### config.mk
export PLATFORM = sky130hd
export DESIGN_NAME = dma_priority_arbiter_flat
export DESIGN_NICKNAME = d
export VERILOG_FILES = /design/src/rtl/dma_priority_arbiter_if.sv /design/src/rtl/dma_priority_arbiter.sv /design/src/flat_wrapper.sv
export SDC_FILE = /design/constraint.sdc
export NUM_CORES = 1
export LEC_CHECK = 0
export ABC_AREA = 0
export CAP_MARGIN = 10
export CORE_MARGIN = 2
export CORE_UTILIZATION = 46
export CTS_CLUSTER_SIZE = 30
export DETAILED_ROUTE_END_ITERATION = 7
export PLACE_DENSITY = 0.94
export SLEW_MARGIN = 30
export SYNTH_ARGS = -nofsm -noshare
export SYNTH_HDL_FRONTEND = slang
export SYNTH_SLANG_ARGS = --single-unit
export TNS_END_PERCENT = 5
### constraint.sdc
create_clock -name clk_i -period 5 [get_ports clk_i]
set_input_delay 0.75 -clock clk_i [delete_from_list [all_inputs] [get_ports clk_i]]
set_output_delay 0.75 -clock clk_i [all_outputs]
set_load 0.03 [all_outputs]
### src/rtl/dma_priority_arbiter_if.sv
// Bus-side signals of the DMA priority arbiter, grouped for the arbiter (slave) and its environment (master).
// Software request inputs exist only when DMA_SOFT_REQUEST_EN is defined.
interface dma_priority_arbiter_if;
  logic       masterClear;
  logic [3:0] dreq;
  logic [7:0] commandRegOut;
  logic [3:0] maskRegOut;
  logic       hlda;
  logic       done;
  logic       hrq;
  logic [3:0] dack;
  logic       grant;
  logic [1:0] activeChannel;
  logic [3:0] pendingReq;
`ifdef DMA_SOFT_REQUEST_EN
  logic       softReqLoad;
  logic [2:0] softReqData;

  modport slave (
    input  masterClear, dreq, commandRegOut, maskRegOut, hlda, done, softReqLoad, softReqData,
    output hrq, dack, grant, activeChannel, pendingReq
  );
  modport master (
    output masterClear, dreq, commandRegOut, maskRegOut, hlda, done, softReqLoad, softReqData,
    input  hrq, dack, grant, activeChannel, pendingReq
  );
`else
  modport slave (
    input  masterClear, dreq, commandRegOut, maskRegOut, hlda, done,
    output hrq, dack, grant, activeChannel, pendingReq
  );
  modport master (
    output masterClear, dreq, commandRegOut, maskRegOut, hlda, done,
    input  hrq, dack, grant, activeChannel, pendingReq
  );
`endif
endinterface

### src/rtl/dma_priority_arbiter.sv
// 8237A-style request sampling, fixed/rotating priority selection and HRQ/HLDA/DACK handshake.
// Optional software request register is enabled by defining DMA_SOFT_REQUEST_EN.
module dma_priority_arbiter #(
  parameter int NUM_CH = 4
) (
  input logic                   clk_i,
  input logic                   rst_i,
  dma_priority_arbiter_if.slave bus
);

  typedef enum logic [1:0] {IDLE, REQ, GRANT, REL} state_e;

  state_e              state_q, state_d;
  logic [NUM_CH-1:0]   dreqS_q, dreqS_d;
  logic [NUM_CH-1:0]   req;
  logic [NUM_CH-1:0]   oneHot_q, oneHot_d;
  logic [1:0]          top_q, top_d;
  logic [1:0]          chan_q, chan_d;
  logic [1:0]          winner;
  logic                hrq_q, hrq_d;
  logic                grant_q, grant_d;
  logic                clear;
  logic                unusedCmdBits;

  assign clear         = rst_i || bus.masterClear;
  assign dreqS_d       = bus.dreq ^ {NUM_CH{bus.commandRegOut[6]}};
  assign unusedCmdBits = ^{bus.commandRegOut[5], bus.commandRegOut[3], bus.commandRegOut[1:0]};

`ifdef DMA_SOFT_REQUEST_EN
  logic [NUM_CH-1:0] sreq_q, sreq_d;

  // Completing a service clears that channel's software request even if it is being written the same cycle.
  always_comb begin
    sreq_d = sreq_q;
    if (bus.softReqLoad) sreq_d[bus.softReqData[1:0]] = bus.softReqData[2];
    if (state_q == GRANT && bus.done) sreq_d[chan_q] = 1'b0;
  end

  always_ff @(posedge clk_i) begin
    if (clear) sreq_q <= '0;
    else       sreq_q <= sreq_d;
  end

  assign req = (dreqS_q & ~bus.maskRegOut) | sreq_q;
`else
  assign req = dreqS_q & ~bus.maskRegOut;
`endif

  // Scan from the lowest-priority slot down so the highest-priority requester is written last.
  always_comb begin
    logic [1:0] base;
    logic [1:0] idx;
    base   = bus.commandRegOut[4] ? top_q : 2'd0;
    idx    = 2'd0;
    winner = 2'd0;
    for (int i = NUM_CH - 1; i >= 0; i--) begin
      idx = base + 2'(i);
      if (req[idx]) winner = idx;
    end
  end

  always_ff @(posedge clk_i) begin
    if (clear) begin
      state_q  <= IDLE;
      dreqS_q  <= '0;
      top_q    <= 2'd0;
      chan_q   <= 2'd0;
      hrq_q    <= 1'b0;
      grant_q  <= 1'b0;
      oneHot_q <= '0;
    end else begin
      state_q  <= state_d;
      dreqS_q  <= dreqS_d;
      top_q    <= top_d;
      chan_q   <= chan_d;
      hrq_q    <= hrq_d;
      grant_q  <= grant_d;
      oneHot_q <= oneHot_d;
    end
  end

  always_comb begin
    state_d = state_q;
    chan_d  = chan_q;
    top_d   = top_q;
    unique case (state_q)
      IDLE:  if (!bus.commandRegOut[2] && |req) state_d = REQ;
      REQ: begin
        if (!(|req)) begin
          state_d = IDLE;
        end else if (bus.hlda) begin
          state_d = GRANT;
          chan_d  = winner;
        end
      end
      GRANT: begin
        if (bus.done) begin
          state_d = REL;
          if (bus.commandRegOut[4]) top_d = chan_q + 2'd1;
        end else if (!bus.hlda) begin
          state_d = IDLE;
        end
      end
      REL:     state_d = IDLE;
      default: state_d = IDLE;
    endcase
  end

  // HRQ rises only after a request has stayed qualified for one full cycle in REQ.
  always_comb begin
    hrq_d    = (state_d == GRANT) || (state_q == REQ && state_d == REQ);
    grant_d  = (state_d == GRANT);
    oneHot_d = grant_d ? (NUM_CH'(1) << chan_d) : '0;
  end

  assign bus.hrq           = hrq_q;
  assign bus.grant         = grant_q;
  assign bus.activeChannel = chan_q;
  assign bus.pendingReq    = req;
  assign bus.dack          = oneHot_q ^ {NUM_CH{~bus.commandRegOut[7]}};

endmodule

### src/flat_wrapper.sv
// flat-port wrapper written by rule: the top's interface ports become plain ports
module dma_priority_arbiter_flat 
#(
  parameter int NUM_CH = 4
)
  (clk_i, rst_i, bus_masterClear, bus_dreq, bus_commandRegOut, bus_maskRegOut, bus_hlda, bus_done, bus_hrq, bus_dack, bus_grant, bus_activeChannel, bus_pendingReq);
  dma_priority_arbiter_if bus_i ();
  input logic clk_i;
  input logic rst_i;
  input wire logic [$bits(bus_i.masterClear)-1:0] bus_masterClear;
  input wire logic [$bits(bus_i.dreq)-1:0] bus_dreq;
  input wire logic [$bits(bus_i.commandRegOut)-1:0] bus_commandRegOut;
  input wire logic [$bits(bus_i.maskRegOut)-1:0] bus_maskRegOut;
  input wire logic [$bits(bus_i.hlda)-1:0] bus_hlda;
  input wire logic [$bits(bus_i.done)-1:0] bus_done;
  output wire logic [$bits(bus_i.hrq)-1:0] bus_hrq;
  output wire logic [$bits(bus_i.dack)-1:0] bus_dack;
  output wire logic [$bits(bus_i.grant)-1:0] bus_grant;
  output wire logic [$bits(bus_i.activeChannel)-1:0] bus_activeChannel;
  output wire logic [$bits(bus_i.pendingReq)-1:0] bus_pendingReq;
  assign bus_i.masterClear = bus_masterClear;
  assign bus_i.dreq = bus_dreq;
  assign bus_i.commandRegOut = bus_commandRegOut;
  assign bus_i.maskRegOut = bus_maskRegOut;
  assign bus_i.hlda = bus_hlda;
  assign bus_i.done = bus_done;
  assign bus_hrq = bus_i.hrq;
  assign bus_dack = bus_i.dack;
  assign bus_grant = bus_i.grant;
  assign bus_activeChannel = bus_i.activeChannel;
  assign bus_pendingReq = bus_i.pendingReq;
  dma_priority_arbiter #(.NUM_CH(NUM_CH)) u_core (.clk_i(clk_i), .rst_i(rst_i), .bus(bus_i));
endmodule
### Word-level counts from Yosys, hierarchy flattened

Index checks and enable logic that the tools add are counted.

| storage, ports and cells | value |
|---|---|
| register bits after elaboration | 16 |
| bits of input ports | 21 |
| output and inout bits | 12 |
| logic and storage cells | 58 |

| operators by class | value |
|---|---|
| add/subtract/negate cells | 4 |
| magnitude comparators | 4 |
| equality and inequality tests | 5 |
| shift-type cells | 1 |
| mux-type cells | 22 |
| bitwise logic cells | 6 |
| reductions and logical operators | 9 |

Operators with widths:

| cell | count |
|---|---|
| two-way mux 2 bit | 13 |
| less-than comparator 2 x 3 -> 1 bit, second input constant | 4 |
| binary-select mux 1 bit (select 2 bit) | 4 |
| one-hot mux 2 bit (4 select lines) | 1 |
| XOR 4 bit | 2 |
| == test 2 bit, second input constant | 3 |
| adder 2 x 1 -> 2 bit, second input constant | 2 |
| adder 2 bit, second input constant | 2 |
| bitwise AND 4 bit | 1 |
| == test 2 x 1 -> 1 bit, second input constant | 2 |
| two-way mux 1 bit | 4 |
| NOT 4 bit | 1 |
| OR reduction 4 bit | 1 |
| left shift 1 x 2 -> 4 bit, first input constant | 1 |
| AND reduction 3 bit | 1 |
| logical AND 1 bit | 2 |
| logical NOT 2 bit | 1 |
| logical OR 1 bit | 2 |
| NOT 1 bit | 2 |
| OR reduction 2 bit | 1 |
| logical NOT 1 bit | 1 |

### Longest topological paths before layout

| logic depth | value |
|---|---|
| word-level depth | 12 |
| depth in mapped cells | 6 |
| depth with buffers taken out | 5 |

### Worst setup path before layout

Ideal clock, no wire load.

| timing path | value |
|---|---|
| path kind | input to output |
| from | input port bus_commandRegOut[7] |
| to | output port bus_dack[0] |
| data arrival time | 1.458 ns |
| data required time | 4.250 ns |
| path slack | 2.792 ns |
| stages on the path | 2 |
| buffers on the path | 1 |
| cells stage by stage | clkbuf_1 -> xnor2_1 |

| on the way | value |
|---|---|
| word-level cells in the longest chain between the ends | 2 |

RTL lines:

| item | RTL line | source |
|---|---|---|
| start: declaration | flat_wrapper.sv:12 | `input wire logic [$bits(bus_i.commandRegOut)-1:0] bus_commandRegOut;` |
| NOT 1 bit | dma_priority_arbiter.sv:120 | `assign bus.dack = oneHot_q ^ {NUM_CH{~bus.commandRegOut[7]}};` |
| XOR 4 bit | dma_priority_arbiter.sv:120 |  |
| end: declaration | flat_wrapper.sv:17 | `output wire logic [$bits(bus_i.dack)-1:0] bus_dack;` |

No other way between the ends.

### Final worst setup path

| timing path | value |
|---|---|
| from | input port bus_maskRegOut[0] |
| to | output port bus_pendingReq[0] |

| on the way | value |
|---|---|
| word-level cells in the longest chain between the ends | 2 |

RTL lines:

| item | RTL line | source |
|---|---|---|
| start: declaration | flat_wrapper.sv:13 | `input wire logic [$bits(bus_i.maskRegOut)-1:0] bus_maskRegOut;` |
| NOT 4 bit | dma_priority_arbiter.sv:46 | `assign req = dreqS_q & ~bus.maskRegOut;` |
| bitwise AND 4 bit | dma_priority_arbiter.sv:46 |  |
| end: declaration | flat_wrapper.sv:20 | `output wire logic [$bits(bus_i.pendingReq)-1:0] bus_pendingReq;` |

No other way between the ends.

==> out/results.md <==
• 20.1% — GR Util met1
• 12 — maximum number of pins on one net before global-route repair
• 31.2% — met2 Usage GRT
• 1.81 ns — post-route setup slack
• finished, final reports clean — status
• 0 — number of antenna repair diodes
• sky130_fd_sc_hd__dfxtp_1 (16), sky130_fd_sc_hd__nor2_1 (11), sky130_fd_sc_hd__xnor2_1 (9) — commonest cells in the synthesized netlist
• 0 — synthesis warning total
• 18.5% — aggregate global-route resource usage
• 12.7% — share of final-layout standard cells stronger than drive strength 1
• 35.9% — share of synthesized area occupied by flip-flops and latches
• 0.09 ns — clock edge transition at the registers on the reported setup and hold paths
• 0 — Final Max Tran Viols
• 141 — Nets
• 0 — total congestion overflow
• 8 — Worst Path Max Fanout
• 0 — number of antenna violations at the first check in global routing
• 14 — 1st-iter DRT viols
• 773 — total vias in the final route
• 0 — # Post-CTS Setup Buffers
• 2310 µm² — die area
• 4.25 ns — data required time at the worst endpoint
• 5.41 — via density per instance
• 33 — boundary pin count
• 1 — H-tree level count
• 2.26% — GR Layer Usage met3
• 16 — CTS sink cnt
• 0.378 nW — leakage component of the power
• 0 — EDFF count, synth
• 35.9% — area share of the leading cell type in the synthesized netlist
• 0.000242 W — total power consumption of the routed design
• built — clock tree from TritonCTS
• 0.802 — Final GP Congestion
• 63.7% — share of the clock period used by the worst path after layout
• sky130_fd_sc_hd__clkbuf_4 — CTS Root Buffer Type
• 0.545 ns — Worst Hold Slack
• 0.29 ns — source-to-sink clock delay at the later pin of the worst-skew pair
• 48.1 µm — x dimension of the die
• 0 — count of final hold-check violations
• 2 — maximum count of clock buffers along a single path
• 2.44 ns — endpoint arrival time on the critical path
• 0.00459 ns — Layout Skew
• 314 MHz — achievable clock frequency
• 1460 µm — half-perimeter wire length after placement
• 116 — total nets after synthesis
• 0 — reported max-cap violation count
• 31.8% — layout overhead on the synthesized area
• false — setup repair after global routing missed its margin
• 0.614 ns — Slew @ Worst Pin
• 702 — via count of the first global-routing pass
• 1780 µm² — core footprint
• sky130_fd_sc_hd__dfxtp_1 — top-count cell post-synth
• 893 µm² — cell area after synthesis
• sky130_fd_sc_hd__dfxtp_1 (36%), sky130_fd_sc_hd__xnor2_1 (8.8%), sky130_fd_sc_hd__nor2_1 (4.6%) — largest cells by area after synthesis
• flop to flop — class of the worst hold path
• 1.79 ns — Place WS
• 2840 µm — wire length of the first global-routing pass
• 0.000120 V — Max VDD drop
• 0 ns — final total negative setup slack
• 12.8 µm — Avg WL per Cell
• 0 — Post-CTS Hold Fix Bufs
• sky130_fd_sc_hd__dfxtp_1 — most instantiated flip-flop cell in the synthesis netlist
• 0 — CTS-repair resized insts
• 0% — fraction of registers with async set or reset after synthesis
• 95 — cell count after synthesis
• sky130_fd_sc_hd__dfxtp_1 — Synth area leader
• 28 — number of input and output port buffers inserted
• 9.40 µm² — average cell area after synthesis
• 1840 µm — post-detailed-routing wire length
• 0 — DRC Markers
• primary input — crit path launch type
• met2 — GR peak layer
• 206 nW/µm² — Power Density
• 50.1% — starting density of the core
• 148 — number of filler instances in the final layout
• 3.19 ns — minimum clock period after layout
• primary input to output pin — critical path class
• 59.0% — worst slew margin relative to its limit
• 3 — CTS Buf Count
• 0 — antenna-violating nets left
• 16 — number of flip-flops and latches in the synthesized netlist
• 0 — final count of negative-setup-slack endpoints
• 48.1 µm — die outline height
• 37 — Netlist cell types
• 15 — number of cell rows
• output pin — kind of end point of the critical path
• 4 — iteration count of the initial detailed-routing pass
## critical path, stage by stage
cell	delay, ns
sky130_fd_sc_hd__clkdlybuf4s50_1	0.40
sky130_fd_sc_hd__nor2b_1	0.49
sky130_fd_sc_hd__clkdlybuf4s50_1	0.79
## state kept, by name (all words and copies together), names as in the netlist
register and flops:
u_core.oneHot_q 4, u_core.top_q 2, u_core.dreqS_q 4, u_core.bus.grant 1
u_core.bus.activeChannel 2, u_core.bus.hrq 1, u_core.state_q 2
## logic make-up (layout without fill, tap and decap cells)
group | count (synthesis) | after routing | share of synthesized area [%]
compound gates | 27 | 27 | 27.5
buf+inv | 10 | 33 | 6.44
flops | 16 | 16 | 35.9
simple gates | 31 | 31 | 19.0
xor+xnor | 9 | 9 | 8.82
mux | 2 | 2 | 2.38
## final cells by class
class	instances	area [µm²]	area share (%)
timing repair buffer	28	280	23.8
multi-input combinational	69	515	43.8
clock buffer	3	22.5	1.91
sequential	16	320	27.2
inverter	2	7.51	0.638
tap	25	31.3	2.66
## power breakdown
part,internal (W),switching (W),total (W)
Clock,0.0000280,0.0000380,0.0000660
Sequential,0.000129,0.000000591,0.000130
Combinational,0.0000246,0.0000218,0.0000464
## per-stage QoR
step / util, % / cells / area [µm²]
3_5_place_dp: 64.8 / 140 / 1150
5_1_grt: 66.0 / 143 / 1180
6_report: 66.0 / 143 / 1180
2_1_floorplan: - / 95 / 893
3_3_place_gp: 64.8 / 140 / 1150
4_1_cts: 66.0 / 143 / 1180
## layer usage
layer  up-vias  part of all wire, %
met5         -                    0
met4         0                  2.9
met3         4                  3.6
met2        17                   52
met1       367                   41
li1        385                    -
## cell usage in the layout (no fill, tap or decap), types with 3 or more instances in the layout
cell type | Yosys | final
sky130_fd_sc_hd__dfxtp_1 | 16 | 16
sky130_fd_sc_hd__o21ai_0 | 3 | 3
sky130_fd_sc_hd__clkbuf_4 | 0 | 3
sky130_fd_sc_hd__nor2_1 | 11 | 11
sky130_fd_sc_hd__a21oi_1 | 5 | 5
sky130_fd_sc_hd__xnor2_1 | 9 | 9
sky130_fd_sc_hd__nor2b_1 | 4 | 4
sky130_fd_sc_hd__nand2_1 | 5 | 5
sky130_fd_sc_hd__a211oi_1 | 5 | 5
sky130_fd_sc_hd__clkdlybuf4s50_1 | 0 | 28
## worst paths after layout
kind	startpoint	to	slack, ns	depth (start not counted)
worst min register to register	u_core.state_q[0]	u_core.bus.hrq	0.54	2
worst max register to register	u_core.dreqS_q[0]	u_core.oneHot_q[2]	2.92	5
worst min-delay path	u_core.state_q[0]	u_core.bus.hrq	0.54	2
worst max-delay path	bus_maskRegOut[0]	bus_pendingReq[0]	1.81	3
Power figures use the tool's default switching activity.
